**config.mk**
```make
export PLATFORM = sky130hd
export DESIGN_NAME = seg7_result_display
export DESIGN_NICKNAME = d
export VERILOG_FILES = /design/src/rtl/seg7_pkg.sv /design/src/rtl/seg7_decode.sv /design/src/rtl/seg7_result_display.sv
export SDC_FILE = /design/constraint.sdc
export NUM_CORES = 1
export LEC_CHECK = 0
export CORE_MARGIN = 5
export CORE_UTILIZATION = 45
export DETAILED_ROUTE_END_ITERATION = 6
export PLACE_DENSITY = 0.65
export SYNTH_ARGS = -nofsm -noshare
export SYNTH_HDL_FRONTEND = slang
export SYNTH_HIERARCHICAL = 1
export SYNTH_SLANG_ARGS = --single-unit
```
**constraint.sdc**
```tcl
create_clock -name clk -period 5.3 [get_ports clk]
set_input_delay 1.325 -clock clk [delete_from_list [all_inputs] [get_ports clk]]
set_output_delay 1.325 -clock clk [all_outputs]
set_load 0.02 [all_outputs]
```
**src/rtl/seg7_pkg.sv**
```systemverilog
// Shared types and constants for the adder-result 7-segment display.
// Digit codes are {blank, nibble}; segment patterns are active-low {g,f,e,d,c,b,a}.
package seg7_pkg;

    typedef enum logic [1:0] {
        IDLE   = 2'd0,
        CONV   = 2'd1,
        UPDATE = 2'd2
    } state_t;

    localparam int NUM_DIGITS = 4;
    localparam int CODE_W     = 5;

    localparam logic [CODE_W-1:0] CODE_BLANK = 5'b1_0000;

    localparam logic [6:0] SEG_BLANK = 7'b1111111;
    localparam logic [6:0] SEG_H     = 7'b0001001;

    // Element i is the pattern for nibble value i.
    localparam logic [15:0][6:0] SEG_TABLE = {
        7'b0001110,  // F
        7'b0000110,  // E
        7'b0100001,  // d
        7'b1000110,  // C
        7'b0000011,  // b
        7'b0001000,  // A
        7'b0010000,  // 9
        7'b0000000,  // 8
        7'b1111000,  // 7
        7'b0000010,  // 6
        7'b0010010,  // 5
        7'b0011001,  // 4
        7'b0110000,  // 3
        7'b0100100,  // 2
        7'b1111001,  // 1
        7'b1000000   // 0
    };

    // Double-dabble correction applied to one BCD nibble before each shift.
    function automatic logic [3:0] dd_adjust(input logic [3:0] nib);
        return (nib >= 4'd5) ? nib + 4'd3 : nib;
    endfunction

endpackage

```
**src/rtl/seg7_decode.sv**
```systemverilog
// Digit code to active-low segment pattern.
// Latency: combinational. Backpressure: none.
// Blank flag overrides the nibble.
module seg7_decode
    import seg7_pkg::*;
(
    input  logic [CODE_W-1:0] code,
    output logic [6:0]        seg
);

    assign seg = code[CODE_W-1] ? SEG_BLANK : SEG_TABLE[code[3:0]];

endmodule

```
**src/rtl/seg7_result_display.sv**
```systemverilog
// Captures the 5-bit adder result and shows it in decimal or hex on a 4-digit scanned display.
// Latency: display registers update 6 clk after an accepted load; seg/an follow one clk later.
// Backpressure: load is dropped while busy is high; nothing is queued.
module seg7_result_display
    import seg7_pkg::*;
#(
    parameter int REFRESH_DIV = 100000,
    parameter int CONV_STEPS  = 5
) (
    input  logic       clk,
    input  logic       rst,
    input  logic [3:0] S,
    input  logic       cout,
    input  logic       load,
    input  logic       hex_mode,
    output logic       busy,
    output logic [6:0] seg,
    output logic [3:0] an,
    output logic       dp
);

    localparam int CNT_W = (REFRESH_DIV > 2) ? $clog2(REFRESH_DIV) : 1;
    localparam logic [CNT_W-1:0] CNT_LAST  = CNT_W'(REFRESH_DIV - 1);
    localparam logic [2:0]       STEP_LAST = 3'(CONV_STEPS - 1);

    state_t      state, state_nxt;
    logic [4:0]  value, value_nxt;
    logic [4:0]  shreg, shreg_nxt;
    logic [7:0]  bcd, bcd_nxt, bcd_adj;
    logic [2:0]  step, step_nxt;
    logic        mode, mode_nxt;
    logic        disp_wr;

    logic [CODE_W-1:0] disp [NUM_DIGITS];
    logic [CODE_W-1:0] disp_new [NUM_DIGITS];
    logic              disp_hex;

    logic [CNT_W-1:0] cnt;
    logic [1:0]       idx;
    logic [6:0]       dec_seg;

    assign busy    = (state != IDLE);
    assign dp      = 1'b1;
    assign bcd_adj = {dd_adjust(bcd[7:4]), dd_adjust(bcd[3:0])};

    always_comb begin
        state_nxt = state;
        value_nxt = value;
        shreg_nxt = shreg;
        bcd_nxt   = bcd;
        step_nxt  = step;
        mode_nxt  = mode;
        disp_wr   = 1'b0;
        case (state)
            IDLE: begin
                if (load) begin
                    value_nxt = {cout, S};
                    shreg_nxt = {cout, S};
                    mode_nxt  = hex_mode;
                    bcd_nxt   = 8'd0;
                    step_nxt  = 3'd0;
                    state_nxt = CONV;
                end
            end
            CONV: begin
                {bcd_nxt, shreg_nxt} = {bcd_adj, shreg} << 1;
                step_nxt = step + 3'd1;
                if (step == STEP_LAST) state_nxt = UPDATE;
            end
            UPDATE: begin
                disp_wr   = 1'b1;
                state_nxt = IDLE;
            end
            default: state_nxt = IDLE;
        endcase
    end

    // Digit 3 holds a blank code in hex mode; the 'H' is substituted at the output.
    always_comb begin
        disp_new[2] = CODE_BLANK;
        disp_new[3] = CODE_BLANK;
        if (mode) begin
            disp_new[0] = {1'b0, value[3:0]};
            disp_new[1] = value[4] ? {1'b0, 4'h1} : CODE_BLANK;
        end else begin
            disp_new[0] = {1'b0, bcd[3:0]};
            disp_new[1] = (bcd[7:4] == 4'd0) ? CODE_BLANK : {1'b0, bcd[7:4]};
        end
    end

    always_ff @(posedge clk) begin
        if (rst) begin
            state <= IDLE;
            value <= 5'd0;
            shreg <= 5'd0;
            bcd   <= 8'd0;
            step  <= 3'd0;
            mode  <= 1'b0;
        end else begin
            state <= state_nxt;
            value <= value_nxt;
            shreg <= shreg_nxt;
            bcd   <= bcd_nxt;
            step  <= step_nxt;
            mode  <= mode_nxt;
        end
    end

    always_ff @(posedge clk) begin
        if (rst) begin
            disp[0]  <= {1'b0, 4'h0};
            disp[1]  <= CODE_BLANK;
            disp[2]  <= CODE_BLANK;
            disp[3]  <= CODE_BLANK;
            disp_hex <= 1'b0;
        end else if (disp_wr) begin
            for (int i = 0; i < NUM_DIGITS; i++) disp[i] <= disp_new[i];
            disp_hex <= mode;
        end
    end

    always_ff @(posedge clk) begin
        if (rst) begin
            cnt <= '0;
            idx <= 2'd0;
        end else if (cnt == CNT_LAST) begin
            cnt <= '0;
            idx <= idx + 2'd1;
        end else begin
            cnt <= cnt + CNT_W'(1);
        end
    end

    seg7_decode u_decode (
        .code (disp[idx]),
        .seg  (dec_seg)
    );

    always_ff @(posedge clk) begin
        if (rst) begin
            seg <= 7'b1000000;
            an  <= 4'b1110;
        end else begin
            seg <= (disp_hex && idx == 2'd3) ? SEG_H : dec_seg;
            an  <= ~(4'b0001 << idx);
        end
    end

endmodule
```
## Yosys cells after proc, flatten, opt, wreduce, memory -nomap -nowiden

Memories as Yosys holds them, arrays and structs flattened. A register that Yosys moved wholly into a read port is not among the register bits.
Cells that the tools add are included.

| word-level totals | value |
|---|---|
| register bits | 55 |
| RAM bits | 20 |
| memory bits (read-only) | 112 |
| input bits | 9 |
| output and inout port bits | 13 |
| word-level logic and storage cells | 74 |
| memories | 2 |

| cells by class | value |
|---|---|
| add/sub/neg operators | 5 |
| order comparisons | 3 |
| equality and inequality tests | 7 |
| shift-type cells | 1 |
| mux-type cells | 29 |
| bitwise gates (word level) | 5 |
| reduce and logical (&&, ||, !) cells | 10 |

Memories:

| memory | words | bits a word | read ports | clocked after Yosys merged registers in | write ports | line | text |
|---|---|---|---|---|---|---|---|
| (name not given) | 16 | 7 | 1 | 0 | 0 | seg7_decode.sv:11 | `assign seg = code[CODE_W-1] ? SEG_BLANK : SEG_TABLE[code[3:0]];` |
| disp | 4 | 5 | 1 | 1 | 4 | seg7_result_display.sv:34 | `logic [CODE_W-1:0] disp [NUM_DIGITS];` |

Operators by type and width:

| operator | count |
|---|---|
| 5-bit two-way mux | 7 |
| 7-bit two-way mux | 3 |
| 17-bit by 1-bit adder with 17-bit output, second input constant | 1 |
| 17-bit == test, second input constant | 1 |
| 8-bit one-hot mux with 2 select lines | 1 |
| 5-bit one-hot mux with 2 select lines | 1 |
| 9-bit two-way mux | 1 |
| 4-bit by 3-bit >= comparator with 1-bit output, second input constant | 2 |
| 2-bit two-way mux | 4 |
| 8-bit two-way mux | 1 |
| 1-bit two-way mux | 6 |
| 3-bit two-way mux | 2 |
| 3-bit one-hot mux with 2 select lines | 1 |
| 2-bit AND reduction | 3 |
| 4-bit by 5-bit less-than comparator with 1-bit output, second input constant | 1 |
| 4-bit by 2-bit adder with 4-bit output, second input constant | 1 |
| 2-bit == test, second input constant | 2 |
| 4-bit logical NOT | 1 |
| 4-bit two-way mux | 1 |
| 2-bit inequality test, second input constant | 2 |
| 4-bit NOT | 1 |
| 1-bit bitwise OR | 4 |
| 2-bit one-hot mux with 2 select lines | 1 |
| 2-bit nonzero test | 2 |
| 9 further kinds | 10 |

## Longest topological paths before layout

Gate-level depths: netlist of the first run.

| logic depth | value |
|---|---|
| word-level depth | 6 |
| gate-level depth with buffers | 9 |
| mapped depth without buffers | 8 |

## Cells and area by module

The synthesis of the first run kept the hierarchy.

By module, submodules not included:

| module | instances | cells an instance | area an instance (um2) | seq. area each (um2) |
|---|---|---|---|---|
| seg7_result_display | 1 | 293 | 2,756.4 | 1,411.4 |
| seg7_decode | 1 | 35 | 299.0 | 0.0 |

## Worst setup path before layout of the first run

Ideal clock, no wire load.

| timing path | value |
|---|---|
| path type | input port to flip-flop |
| start point | input load |
| end point | register shreg[3] |
| library setup time | 0.074 ns |
| arrival time | 2.149 ns |
| data required time | 5.226 ns |
| path slack | 3.076 ns |
| stages on the path | 4 |
| buffers on the path | 1 |
| cell sequence | nor3b_1 clkbuf_1 nand2_1 a31oi_1 |

| on the way | value |
|---|---|
| word-level cells in the longest chain between the ends | 2 |

RTL lines:

| element | line | text |
|---|---|---|
| start, declared | seg7_result_display.sv:14 | `input logic load,` |
| 2-bit inequality test (no source line) | n/a |  |
| 2-bit AND reduction (no source line) | n/a |  |
| end signal, assigned | seg7_result_display.sv:102 | `shreg <= shreg_nxt;` |
| end, declared | seg7_result_display.sv:28 | `logic [4:0] shreg, shreg_nxt;` |

Every way passes these cells.
A chain may end at the register's enable or synchronous reset.

## Worst setup path after layout of the first run

| timing path | value |
|---|---|
| start point | register state[1] |
| end point | output busy |

| on the way | value |
|---|---|
| word-level cells in the longest chain between the ends | 1 |

RTL lines:

| element | line | text |
|---|---|---|
| start, declared | seg7_result_display.sv:26 | `state_t state, state_nxt;` |
| start signal, assigned | seg7_result_display.sv:100 | `state <= state_nxt;` |
| 2-bit nonzero test | seg7_result_display.sv:42 | `assign busy = (state != IDLE);` |
| end, declared | seg7_result_display.sv:16 | `output logic busy,` |

Every way passes these cells.

==> results of run 1 <==
-- area by class of cell --
| type | count | area [um2] | share of cell area, % |
|---|---|---|---|
| Clock buffer | 14 | 183 | 5.23 |
| Multi-Input combinational cell | 236 | 1530 | 43.7 |
| Tap cell | 80 | 100 | 2.86 |
| Clock inverter | 1 | 7.51 | 0.215 |
| Sequential cell | 66 | 1410 | 40.4 |
| Inverter | 14 | 52.6 | 1.50 |
| Timing Repair Buffer | 22 | 215 | 6.16 |
-- tightest hold or removal path: stages, from the launching register on --
cell and delay [ns]:
dfxtp_1 0.31, nand2_1 0.05, a21oi_1 0.05
-- power groups by stage --
stage               Sequential (uW)  Combinational [uW]  Clock (uW)
finish                          530                71.0         386
global route                    531                80.2         427
CTS                             530                72.0         397
detailed placement              541                71.6           0
global placement                541                70.3           0
floorplan                       542                46.1           0
-- layer usage --
metal	vias up	GRT usage [%]	wire length, um	part of all wire [%]
li1	1183	-	-	-
met1	1060	17.6	2680	49
met2	33	23.6	2530	46
met3	7	5.52	206	3.7
met4	0	5.32	91	1.7
met5	-	0	0	0
-- state kept, by name, summed over array words and instances (netlist names), named ones only --
name / flops
an: 4
bcd: 8
cnt: 17
disp: 9
disp_hex: 1
idx: 2
mode: 1
seg: 7
shreg: 5
state: 2
step: 3
value: 5
-- cell families (layout without fill, tap and decap cells) --
kind of cell | Yosys count | in the layout | synth area share (%)
and+or+nand+nor | 136 | 136 | 22.6
DFF | 66 | 66 | 46.2
AOI/OAI and AO/OA | 52 | 52 | 10.9
buffers and inverters | 26 | 51 | 3.85
adders and majority gates | 18 | 18 | 7.37
xor gates and xnor gates | 17 | 17 | 4.87
muxes | 12 | 12 | 4.10
other | 1 | 1 | 0.123
-- synth_stat cells, types with 8 or more instances --
cell       n
dfxtp_1   57
nand2_1   39
nor2_1    32
a21oi_1   23
ha_1      18
inv_1     14
nand3_1   13
xnor2_1   10
edfxtp_1   9
clkbuf_1   8
mux2i_1    8
-- through the flow --
stage,area (um2),cells
2_1_floorplan,3060,328
3_3_place_gp,3310,418
3_5_place_dp,3310,418
4_1_cts,3500,433
5_1_grt,3500,433
6_report,3500,433
-- worst min-delay path by stage --
stage                     to  slack, ns  depth (start not counted)
finish                bcd[0]       0.45                          2
global route        shreg[0]       0.47                          2
CTS                   bcd[0]       0.45                          2
detailed placement    bcd[0]       0.45                          2
global placement    shreg[0]       0.45                          2
floorplan             bcd[0]       0.43                          2
==> impl_metrics.env, run 1 <==
export IMPL_nets=376
export IMPL_fin_util_pct=52.0
export IMPL_dieArea_um2=8540
export IMPL_final_hold_violation_count=0
export IMPL_htreeDepth=3
export IMPL_cp_start_kind="flop"
export IMPL_yosysSeqAreaShare_pct=46.2
export IMPL_coreArea_um2=6720
export IMPL_cp_slowest_cell="clkdlybuf4s50_1"
export IMPL_grt_use_total_pct=14.6
export IMPL_power_density_nw_per_um2=282
export IMPL_final_layout_size_suffix_gt1_share_pct=7.65
export IMPL_min_period_ns=2.76
export IMPL_maxCapViolations=0
export IMPL_vias_per_cell=5.27
export IMPL_cts_repair_resized=0
export IMPL_antenna_found_initial=0
export IMPL_cp_arrival_ns=1.43
export IMPL_seq_power_share_pct=53.7
export IMPL_grt_max_degree=33
export IMPL_drt_iter0_drc=83
export IMPL_leakagePower_uw=0.00131
export IMPL_ys_warn_count=6
export IMPL_hold_buffers=0
export IMPL_antenna_left=0
export IMPL_rsz0062_at_grt="no"
export IMPL_clk_pin_slew_ns=0.07
export IMPL_worst_setup_path_type="reg2out"
export IMPL_fin_ws_ns=2.54
export IMPL_mostFrequentLayoutCell="dfxtp_1"
export IMPL_post_dp_hpwl_mm=3.96
export IMPL_synth_cell_type_count=53
export IMPL_final_setup_viol_count=0
export IMPL_switching_share_pct=22.2
export IMPL_synthTopCellsByArea="dfxtp_1 37%, edfxtp_1 8.8%, ha_1 7.4%, nand2_1 4.8%, nor2_1 3.9%"
export IMPL_synthToLayoutAreaGrowth_pct=14.4
export IMPL_min_delay_start="shreg[4]"
export IMPL_critPathLaunch="state[1]"
export IMPL_fmax_mhz=362
export IMPL_clock_sinks=66
export IMPL_cp_max_fo=5
export IMPL_finalHoldWorstSlack_ns=0.452
export IMPL_irDropWorstVdd_mv=0.197
export IMPL_diodes=0
export IMPL_crit_family="buffers and inverters"
export IMPL_syn_avg_cell_area_um2=9.32
export IMPL_regToRegEndpoint="seg[1]"
export IMPL_p_comb_share_pct=7.2
export IMPL_skew_ns=0.00816
export IMPL_hold_path_class="reg2reg"
export IMPL_pin_count=22
export IMPL_grt_ovfl_total=0
export IMPL_ff2ff_path_depth=7
export IMPL_clock_root_buffer="clkbuf_8"
export IMPL_chipHeight_um=92.4
export IMPL_ys_ff_latch=66
export IMPL_firstDrtPassIters=4
export IMPL_clock_tree_buffer_depth=2
export IMPL_yosys_area_top_type_share_pct=37.3
export IMPL_synth_area_um2=3060
export IMPL_fillers=637
export IMPL_grt_pass1_vias=2237
export IMPL_cts_buffers=9
export IMPL_min_period_over_period_pct=52.1
export IMPL_synth_nets=355
export IMPL_path_cells="nor2_1, inv_1, clkdlybuf4s50_1"
export IMPL_intPower_uw=768
export IMPL_slew_violations=0
export IMPL_initial_core_util_pct=45.5
export IMPL_pwr_share_clk_pct=39.1
export IMPL_cts_tree="yes"
export IMPL_drt_wirelength_per_cell_um=12.7
export IMPL_p_total_uw=987
export IMPL_routabilityCongestion=0.793
export IMPL_yosysTopAreaCell="dfxtp_1"
export IMPL_worstMarginPinSlew_ns=0.885
export IMPL_post_cts_buffers=0
export IMPL_netlist_instances=328
export IMPL_worst_setup_path_end_kind="output pin"
export IMPL_crit_required_ns=3.97
export IMPL_switching_power_uw=219
export IMPL_reg2reg_slack_ns=2.97
export IMPL_final_cell_mix="57 x dfxtp_1, 39 x nand2_1, 32 x nor2_1"
export IMPL_die_w_um=92.4
export IMPL_fin_tns_setup_ns=0
export IMPL_grt_pass1_wl_mm=10.0
export IMPL_relSlewSlack_pct=40.8
export IMPL_num_vias=2283
export IMPL_ys_async_sr_fraction_pct=0
export IMPL_clkLatencyLatePin_ns=0.33
export IMPL_crit_end="busy"
export IMPL_synth_edf_count=9
export IMPL_wl_mm=5.50
export IMPL_status="completed"
export IMPL_cp_buffers_inverters=2
export IMPL_num_rows=30
export IMPL_cp_depth=3
export IMPL_pre_cts_slack_ns=2.20
export IMPL_portBuffers=20
export IMPL_drc_errors=0
export IMPL_synth_main_ff_cell="dfxtp_1"
export IMPL_cpPeakStageDelay_ns=0.59
Power figures use the tool's default switching activity.
==> run 2, diff against run 1 <==
Clock period 5.3 ns to 2.6 ns, I/O delays scaled along.
==> impl_metrics.env, run 2 (synthesized netlist as in run 1, its figures left out) <==
export IMPL_cts_tree="yes"
export IMPL_clk_pin_slew_ns=0.07
export IMPL_cp_start_kind="flop"
export IMPL_clkLatencyLatePin_ns=0.35
export IMPL_post_dp_hpwl_mm=4.18
export IMPL_cts_repair_resized=0
export IMPL_chipHeight_um=92.4
export IMPL_p_comb_share_pct=6.8
export IMPL_htreeDepth=3
export IMPL_cp_arrival_ns=2.49
export IMPL_seq_power_share_pct=49.1
export IMPL_irDropWorstVdd_mv=0.299
export IMPL_final_setup_viol_count=0
export IMPL_min_period_over_period_pct=86.6
export IMPL_final_cell_mix="57 x dfxtp_1, 39 x nand2_1, 32 x nor2_1"
export IMPL_portBuffers=20
export IMPL_grt_use_total_pct=14.5
export IMPL_mostFrequentLayoutCell="dfxtp_1"
export IMPL_power_density_nw_per_um2=616
export IMPL_pin_count=22
export IMPL_rsz0062_at_grt="no"
export IMPL_drc_errors=0
export IMPL_diodes=0
export IMPL_final_hold_violation_count=0
export IMPL_status="completed"
export IMPL_fmax_mhz=444
export IMPL_clock_tree_buffer_depth=2
export IMPL_cp_max_fo=7
export IMPL_dieArea_um2=8540
export IMPL_vias_per_cell=5.35
export IMPL_clock_sinks=66
export IMPL_initial_core_util_pct=45.5
export IMPL_largest_reg_flops=17
export IMPL_final_area_um2=3570
export IMPL_worst_setup_path_end_kind="flop"
export IMPL_crit_required_ns=2.84
export IMPL_drt_iter0_drc=80
export IMPL_clock_root_buffer="clkbuf_8"
export IMPL_switching_share_pct=22.7
export IMPL_hold_buffers=0
export IMPL_skew_ns=0.00949
export IMPL_pwr_share_clk_pct=44.1
export IMPL_synthToLayoutAreaGrowth_pct=16.8
export IMPL_place_area_um2=3340
export IMPL_grt_max_degree=19
export IMPL_num_vias=2345
export IMPL_worstMarginPinSlew_ns=0.628
export IMPL_relSlewSlack_pct=58.0
export IMPL_min_period_ns=2.25
export IMPL_die_w_um=92.4
export IMPL_intPower_uw=1700
export IMPL_fillers=597
export IMPL_wl_mm=5.81
export IMPL_final_layout_size_suffix_gt1_share_pct=9.22
export IMPL_antenna_left=0
export IMPL_hold_path_class="reg2reg"
export IMPL_grt_pass1_vias=2170
export IMPL_largest_registers="cnt x17, disp x9, bcd x8"
export IMPL_regMostFlops="cnt"
export IMPL_ff2ff_path_depth=7
export IMPL_min_path_cells=2
export IMPL_nets=380
export IMPL_firstDrtPassIters=4
export IMPL_grt_pass1_wl_mm=9.84
export IMPL_switching_power_uw=499
export IMPL_fin_tns_setup_ns=0
export IMPL_cts_buffers=9
export IMPL_num_rows=30
export IMPL_drt_wirelength_per_cell_um=13.3
export IMPL_leakagePower_uw=0.00135
export IMPL_antenna_found_initial=0
export IMPL_coreArea_um2=6720
export IMPL_worst_setup_path_type="reg2reg"
export IMPL_maxCapViolations=0
export IMPL_fin_ws_ns=0.349
export IMPL_grt_ovfl_total=0
export IMPL_slew_violations=0
export IMPL_post_cts_buffers=0
export IMPL_routabilityCongestion=0.810
export IMPL_pre_cts_slack_ns=0.303
## run 2: cell count changes in the layout (fill, tap and decap cells not counted)
cell,delta
clkbuf_8,-1
clkinv_2,+1
buf_4,+4
clkbuf_16,+1
clkbuf_1,-1
bufinv_16,+1
## run 2: critical path: stages (launching register included)
cell and delay (ns):
dfxtp_1 0.46, mux2i_1 0.11, nor2_1 0.35, inv_1 0.18, ha_1 0.31, or2_2 0.31
a311o_1 0.30, and2_1 0.13
## run 2: worst paths after layout
kind | startpoint | end | slack (ns)
setup / recovery | flop | seg[1] | 0.35
hold / removal | shreg[0] | shreg[0] | 0.46
setup reg to reg | flop | seg[1] | 0.35
hold reg to reg | shreg[0] | shreg[0] | 0.46
## run 2: layout make-up
| class | count | area [um2] | share of cell area, % |
|---|---|---|---|
| clock buffers | 13 | 190 | 5.33 |
| clock inverters | 3 | 42.5 | 1.19 |
| inverters | 14 | 52.6 | 1.47 |
| multi-input cells | 236 | 1530 | 42.8 |
| flip-flops and latches | 66 | 1410 | 39.6 |
| well taps | 80 | 100 | 2.81 |
| repair buffers | 26 | 245 | 6.87 |
## run 2: metrics by stage
step	hold slack [ns]	instances	utilization [%]	total power (uW)
after floorplan	0.432	328	-	1200
after global routing	0.473	438	53.1	2290
after detailed placement	0.448	422	49.6	1250
after global placement	0.445	422	49.6	1250
after CTS	0.459	438	53.1	2220
final	0.460	438	53.1	2200
## run 2: per-layer routing
metal | up-vias | global-route usage (%) | share of wire, %
met5 | - | 0 | 0
met4 | 0 | 7.80 | 2.2
met3 | 11 | 3.49 | 3.8
met2 | 36 | 23.1 | 46
met1 | 1101 | 18.1 | 47
li1 | 1197 | - | -
## run 2: power by group through the flow
stage	Sequential, uW	Combinational (uW)	Clock (uW)
2_1_floorplan	1100	94.0	0
3_3_place_gp	1100	149	0
3_5_place_dp	1100	149	0
4_1_cts	1080	150	988
5_1_grt	1080	167	1040
6_report	1080	149	970
==> run 3, diff against run 2 <==
Settings changed: CTS_BUF_LIST set to sky130_fd_sc_hd__clkbuf_8.
==> impl_metrics.env, run 3 (synthesized netlist as in run 1, its figures left out) <==
export IMPL_cp_arrival_ns=2.49
export IMPL_drt_wirelength_per_cell_um=13.3
export IMPL_min_period_over_period_pct=86.7
export IMPL_status="completed"
export IMPL_post_cts_buffers=0
export IMPL_final_hold_violation_count=0
export IMPL_clock_tree_buffer_depth=2
export IMPL_pre_cts_slack_ns=0.303
export IMPL_fillers=592
export IMPL_p_comb_share_pct=6.7
export IMPL_cp_start_kind="flop"
export IMPL_final_cells=438
export IMPL_cp_max_fo=7
export IMPL_drt_iter0_drc=82
export IMPL_wl_mm=5.84
export IMPL_worstMarginPinSlew_ns=0.608
export IMPL_routabilityCongestion=0.810
export IMPL_grt_pass1_vias=2175
export IMPL_num_vias=2324
export IMPL_regMostFlops="cnt"
export IMPL_vias_per_cell=5.31
export IMPL_regToRegEndpoint="seg[1]"
export IMPL_cts_tree="yes"
export IMPL_maxCapViolations=0
export IMPL_coreArea_um2=6720
export IMPL_die_w_um=92.4
export IMPL_clock_root_buffer="clkbuf_8"
export IMPL_firstDrtPassIters=4
export IMPL_hold_buffers=0
export IMPL_num_rows=30
export IMPL_grt_max_degree=19
export IMPL_diodes=0
export IMPL_synthToLayoutAreaGrowth_pct=17.0
export IMPL_drc_errors=0
export IMPL_skew_ns=0.00938
export IMPL_reg2reg_slack_ns=0.34
export IMPL_largest_reg_flops=17
export IMPL_finalHoldWorstSlack_ns=0.461
export IMPL_antenna_found_initial=0
export IMPL_worst_setup_path_end_kind="flop"
export IMPL_final_area_um2=3570
export IMPL_chipHeight_um=92.4
export IMPL_intPower_uw=1740
export IMPL_grt_ovfl_total=0
export IMPL_final_cell_mix="57 x dfxtp_1, 39 x nand2_1, 32 x nor2_1"
export IMPL_post_dp_hpwl_mm=4.18
export IMPL_grt_use_total_pct=14.6
export IMPL_switching_share_pct=22.1
export IMPL_portBuffers=20
export IMPL_dp_cells=422
export IMPL_fin_tns_setup_ns=0
export IMPL_nets=380
export IMPL_power_density_nw_per_um2=625
export IMPL_fin_ws_ns=0.345
export IMPL_switching_power_uw=494
export IMPL_dieArea_um2=8540
export IMPL_cts_repair_resized=0
export IMPL_place_area_um2=3340
export IMPL_rsz0062_at_grt="no"
export IMPL_clock_sinks=66
export IMPL_slew_violations=0
export IMPL_relSlewSlack_pct=59.3
export IMPL_cts_buffers=9
export IMPL_clkLatencyLatePin_ns=0.34
export IMPL_min_delay_start="shreg[0]"
export IMPL_initial_core_util_pct=45.5
export IMPL_antenna_left=0
export IMPL_min_path_cells=2
export IMPL_min_period_ns=2.26
export IMPL_seq_power_share_pct=48.4
export IMPL_hold_path_class="reg2reg"
export IMPL_fmax_mhz=443
export IMPL_largest_registers="cnt x17, disp x9, bcd x8"
export IMPL_ff2ff_path_depth=7
export IMPL_pwr_share_clk_pct=44.9
export IMPL_crit_required_ns=2.84
export IMPL_clk_pin_slew_ns=0.07
export IMPL_min_to="shreg[0]"
export IMPL_grt_pass1_wl_mm=9.91
export IMPL_final_layout_size_suffix_gt1_share_pct=9.22
export IMPL_pin_count=22
export IMPL_mostFrequentLayoutCell="dfxtp_1"
export IMPL_leakagePower_uw=0.00135
export IMPL_irDropWorstVdd_mv=0.298
export IMPL_worst_setup_path_type="reg2reg"
export IMPL_htreeDepth=3
export IMPL_final_setup_viol_count=0
run 3: worst max path at each step:
stage,depth (start not counted),slack (ns),to
2_1_floorplan,8,0.40,seg[1]
3_3_place_gp,4,0.35,cnt[14]
3_5_place_dp,4,0.30,cnt[16]
4_1_cts,7,0.33,seg[1]
5_1_grt,7,0.17,seg[1]
6_report,7,0.34,seg[1]
run 3: per-stage QoR:
stage	power, uW	util [%]
finish	2230	53.2
global route	2320	53.2
CTS	2260	53.2
detailed placement	1250	49.6
global placement	1250	49.6
floorplan	1200	-
run 3: area by class of cell:
| class | count | area [um2] | area share [%] |
|---|---|---|---|
| Clock buffer | 12 | 165 | 4.62 |
| Clock inverter | 4 | 72.6 | 2.03 |
| Inverter | 14 | 52.6 | 1.47 |
| Multi-Input combinational cell | 236 | 1530 | 42.7 |
| Sequential cell | 66 | 1410 | 39.5 |
| Tap cell | 80 | 100 | 2.80 |
| Timing Repair Buffer | 26 | 245 | 6.86 |
run 3: per-layer routing:
| layer | routed length [um] | part of all wire, % | GRT usage, % | vias to the layer above |
|---|---|---|---|---|
| met5 | 0 | 0 | 0 | - |
| met4 | 105 | 1.8 | 7.80 | 0 |
| met3 | 217 | 3.7 | 3.49 | 9 |
| met2 | 2780 | 48 | 23.5 | 35 |
| met1 | 2740 | 47 | 18.1 | 1090 |
| li1 | - | - | - | 1190 |
run 3: worst max-delay path: stages (launching register included):
cell	delay, ns
dfxtp_1	0.45
mux2i_1	0.11
nor2_1	0.36
inv_1	0.18
ha_1	0.31
or2_2	0.31
a311o_1	0.30
and2_1	0.13
run 3: power groups by stage:
stage	Combinational [uW]	Sequential, uW	Clock (uW)
global placement	149	1100	0
finish	149	1080	1000
global route	167	1080	1070
detailed placement	149	1100	0
floorplan	94.0	1100	0
CTS	150	1080	1030
==> RTL change 1 (settings of run 2) <==
`REFRESH_DIV`: 100000 -> 200000.
--- a/src/rtl/seg7_result_display.sv
+++ b/src/rtl/seg7_result_display.sv
@@ -6,3 +6,3 @@
 #(
-    parameter int REFRESH_DIV = 100000,
+    parameter int REFRESH_DIV = 200000,
     parameter int CONV_STEPS  = 5
Check against the original RTL: same outputs for any inputs over 10 cycles, from zero or initial values and one cycle with rst high; that may be too few to reach the edited logic, so the function may still have changed.
==> RTL change 1 against run 2 <==
- worst setup slack lost 0.055 ns
- clock skew shrank 0.0015 ns
- critical path depth is the same
- highest routed layer unchanged
- worst hold slack lost 0.0026 ns
- global-route usage shrank 0.17 points
- critical path type unchanged
- synthesized cell count grew 3.0%
- area after synthesis grew 2.4%
- critical endpoint unchanged
- routed wire length grew 1.5%
- total power shrank 6.4%
- count of clock-buffer cells in the layout is the same
- largest power group unchanged
- design area grew 1.8%
- sequential cell count grew 1
==> RTL change 1: results (changes against run 2) <==
Pleak: 1.31 nW (-2.8%)
WL met3: 252 um (+15%)
Post-DP Area: 0.00345 mm2 (+3.5%)
Syn Nets: 365 (+2.8%)
Peak supply drop: 0.253 mV (-15%)
Cell variety after synth: 49 (-7.5%)
GR Layer Usage met2: 22.3% (-0.81 points)
Regs by FF count: cnt x18, disp x9, bcd x8
layout cells sized above 1: 8.60% (-0.62 points)
Synth Area in Compound Gates: 11.6% (+0.66 points)
nets: 394 (+3.7%)
worst slack at placement: 0.358 ns (+0.0548 ns)
Worst Hold Slack: 0.458 ns (-0.00255 ns)
hold worst-path end: cnt[0]
top cells by area, synth: dfxtp_1 37%, edfxtp_1 8.6%, ha_1 7.2%
adder-cell share of the synthesized area: 7.20% (-0.17 points)
WHS Path Cells: 1 (-1)
switching power: 0.476 mW (-4.6%)
met2 routed WL: 2.60 mm (-3.9%)
M3 GR Usage: 3.38% (-0.11 points)
drt pass-1 iters: 5 (+1)
clk_skew: 0.00799 ns (-0.00150 ns)
GR Util All Layers: 14.3% (-0.17 points)
Synth Area in XOR/XNOR: 5.04% (+0.16 points)
DRT Wirelength: 5.90 mm (+1.5%)
vias in the first global route: 2239 (+3.2%)
status: completed
fin cells: 468 (+6.8%)
dpl cells: 452 (+7.1%)
Worst-Margin Slew: 0.590 ns (-0.0383 ns)
post-synthesis mux area share: 3.68% (-0.42 points)
DP Wirelength: 4.24 mm (+1.4%)
[RTL change 1: area by class of cell]
class	count	area [um2]
Tap cell	96	120
Fill cell	605	3160
Timing Repair Buffer	30	275
Inverter	16	60.1
Clock buffer	13	139
Multi-Input combinational cell	243	1570
Clock inverter	3	40.0
Sequential cell	67	1430
[RTL change 1: kinds of logic (layout without fill, tap and decap cells)]
group | Yosys count | count (layout)
AO/OA/AOI/OAI | 56 | 56
XOR/XNOR | 18 | 18
adder cells (fa/ha/maj) | 18 | 18
buffers and inverters | 28 | 62
flip-flops | 67 | 67
multiplexers | 11 | 11
other | 1 | 1
AND/OR/NAND/NOR | 139 | 139
[RTL change 1: worst max-delay path: cells and delay by family, from the launching register on]
kind,cells,cell delay [ns]
buf+inv,1,0.18
simple gates,3,0.82
flops,1,0.46
fa+ha+maj,1,0.32
compound gates,1,0.31
mux,1,0.11
==> RTL change 2 (flow settings as in run 2) <==
Without the edit above. Reset style: asynchronous (`rst`), changed in 4 clocked blocks.
--- a/src/rtl/seg7_result_display.sv
+++ b/src/rtl/seg7_result_display.sv
@@ -90,3 +90,3 @@
 
-    always_ff @(posedge clk) begin
+    always_ff @(posedge clk or posedge rst) begin
         if (rst) begin
@@ -108,3 +108,3 @@
 
-    always_ff @(posedge clk) begin
+    always_ff @(posedge clk or posedge rst) begin
         if (rst) begin
@@ -121,3 +121,3 @@
 
-    always_ff @(posedge clk) begin
+    always_ff @(posedge clk or posedge rst) begin
         if (rst) begin
@@ -138,3 +138,3 @@
 
-    always_ff @(posedge clk) begin
+    always_ff @(posedge clk or posedge rst) begin
         if (rst) begin
Behaviour: differs if rst is asserted again (counterexample within 4 cycles, from zero or initial values and one cycle with rst high); with rst held inactive, the same outputs for 10 cycles.
==> RTL change 2 against run 2 <==
- area after synthesis grew 5.9%
- synthesized cell count fell by 6.7%
- design area increased by 5.3%
- worst setup slack worse by 0.12 ns
- via count fell by 7.2%
- sequential cell count down 2
- core utilization fell by 0.45 points
- die area rose by 5.3%
- worst hold slack improved by 0.010 ns
- global-route usage shrank 0.78 points
- non-clock buffer count rose by 1
- routed wire length shrank 5.0%
- critical path type unchanged
Power is not compared: it rests on default switching activity, and its combinational part moved more than twofold at a synthesized area within 25%.
==> RTL change 2: results (changes against run 2) <==
Worst Hold Slack: 0.471 ns (+0.0103 ns)
Crit path arrival time: 2.60 ns (+0.11 ns)
share of flip-flops with an asynchronous set or reset: 100% (+100 points)
DP Wirelength: 3.91 mm (-6.3%)
most frequent cells after synthesis: 59 x dfrtp_1, 39 x nand2_1, 19 x nor2_1
pin count of the biggest net entering global routing: 34 (+15)
Peak supply drop: 0.514 mV
drt pass-1 iters: 5 (+1)
# diodes: 0 (unchanged)
setup repair bufs after CTS: 0 (unchanged)
Port Buffers: 20 (unchanged)
nets: 358 (-5.8%)
Root Driver: clkbuf_8
Initial DRC Count: 90 (+13%)
Regs by FF count: cnt x17, disp x9, bcd x8
GR Util All Layers: 13.7% (-0.78 points)
top cells by area, synth: dfrtp_1 46%, ha_1 7.0%, nand2_1 4.5%
fmax: 0.422 GHz (-5.1%)
worst skew pair latency: 0.33 ns (-0.02 ns)
RePlAce Congestion: 0.758 (-6.5%)
Cell variety after synth: 50 (-5.7%)
sequential area share after synthesis: 49.7% (+3.5 points)
initial antenna violation count: 0 (unchanged)
clock-pin transition on the worst setup and hold timing paths: 0.07 ns (about the same)
status: completed
first-pass GRT wire length: 9.59 mm (-2.5%)
worst-path maximum fanout: 8 (+1)
worst slack at placement: 0.239 ns (-0.0645 ns)
Syn Nets: 333 (-6.2%)
CTS Buf Count: 9 (unchanged)
clk_skew: 0.00665 ns (-0.00284 ns)
CP startpoint: idx[0]
WL per Instance: 12.7 um (-4.4%)
source of the worst hold timing path: shreg[4]
R2R Setup Slk: 0.23 ns (-0.12 ns)
post-CTS sizing: 0 (unchanged)
Final ANT Viol Nets: 0 (unchanged)
synthesis warning total: 6 (unchanged)
layout cells sized above 1: 14.3% (+5.1 points)
vias per cell: 5.00 (-6.5%)
CTS max path bufs: 2 (unchanged)
Hold Path Class: flip-flop to flip-flop
Pleak: 1.69 nW
Slew headroom: 57.3% (-0.69 points)
vias in the first global route: 2071 (-4.6%)
htree depth: 3 (unchanged)
[RTL change 2: worst paths after layout]
kind	to	depth (start not counted)
max	seg[1]	7
min reg2reg	shreg[4]	2
max in group asynchronous	shreg[3]	3
min	shreg[4]	2
max reg2reg	seg[1]	7
min in group asynchronous	cnt[0]	3
[RTL change 2: routing by layer]
layer  vias up  global-route usage, %  share of wire [%]
met5         -                      0                  0
met1      1035                   17.9                 49
met2        38                   21.2                 46
met4         0                   7.93                2.4
met3        11                   2.71                3.5
li1       1093                      -                  -
[RTL change 2: worst max-delay path: stages (launching register included)]
cell and delay (ns):
dfrtp_1 0.49, mux2i_1 0.16, nor2_1 0.37, inv_1 0.18
ha_1 0.32, or2_2 0.31, a311o_1 0.30, and2_1 0.13
[RTL change 2: metrics by stage]
step / instance area, um2 / cells
after floorplan: 3240 / 306
after global placement: 3540 / 419
after detailed placement: 3540 / 419
after CTS: 3760 / 435
after global routing: 3760 / 435
final: 3760 / 435
[RTL change 2: area by class of cell]
type	count	area, um2
clock inverter	2	35.0
clock buffer	14	183
fill	651	3380
tap	99	124
timing repair buffer	27	253
sequential	64	1610
inverter	16	60.1
multi-input combinational	213	1500
[RTL change 2: kinds of logic (layout without fill, tap and decap cells)]
kind of cell,after synthesis,in the layout,synth area share (%)
flip-flops,64,64,49.7
XOR/XNOR,17,17,4.60
multiplexers,24,24,7.89
buffers and inverters,29,59,4.21
other,1,1,0.116
AO/OA/AOI/OAI,42,42,8.62
AND/OR/NAND/NOR,111,111,17.9
adder cells (fa/ha/maj),18,18,6.96
[RTL change 2: power breakdown]
part	switching, mW	leakage (nW)	internal [mW]
Clock	0.361	0.113	0.547
Sequential	0.209	0.815	1.29
Combinational	0.701	0.763	0.675
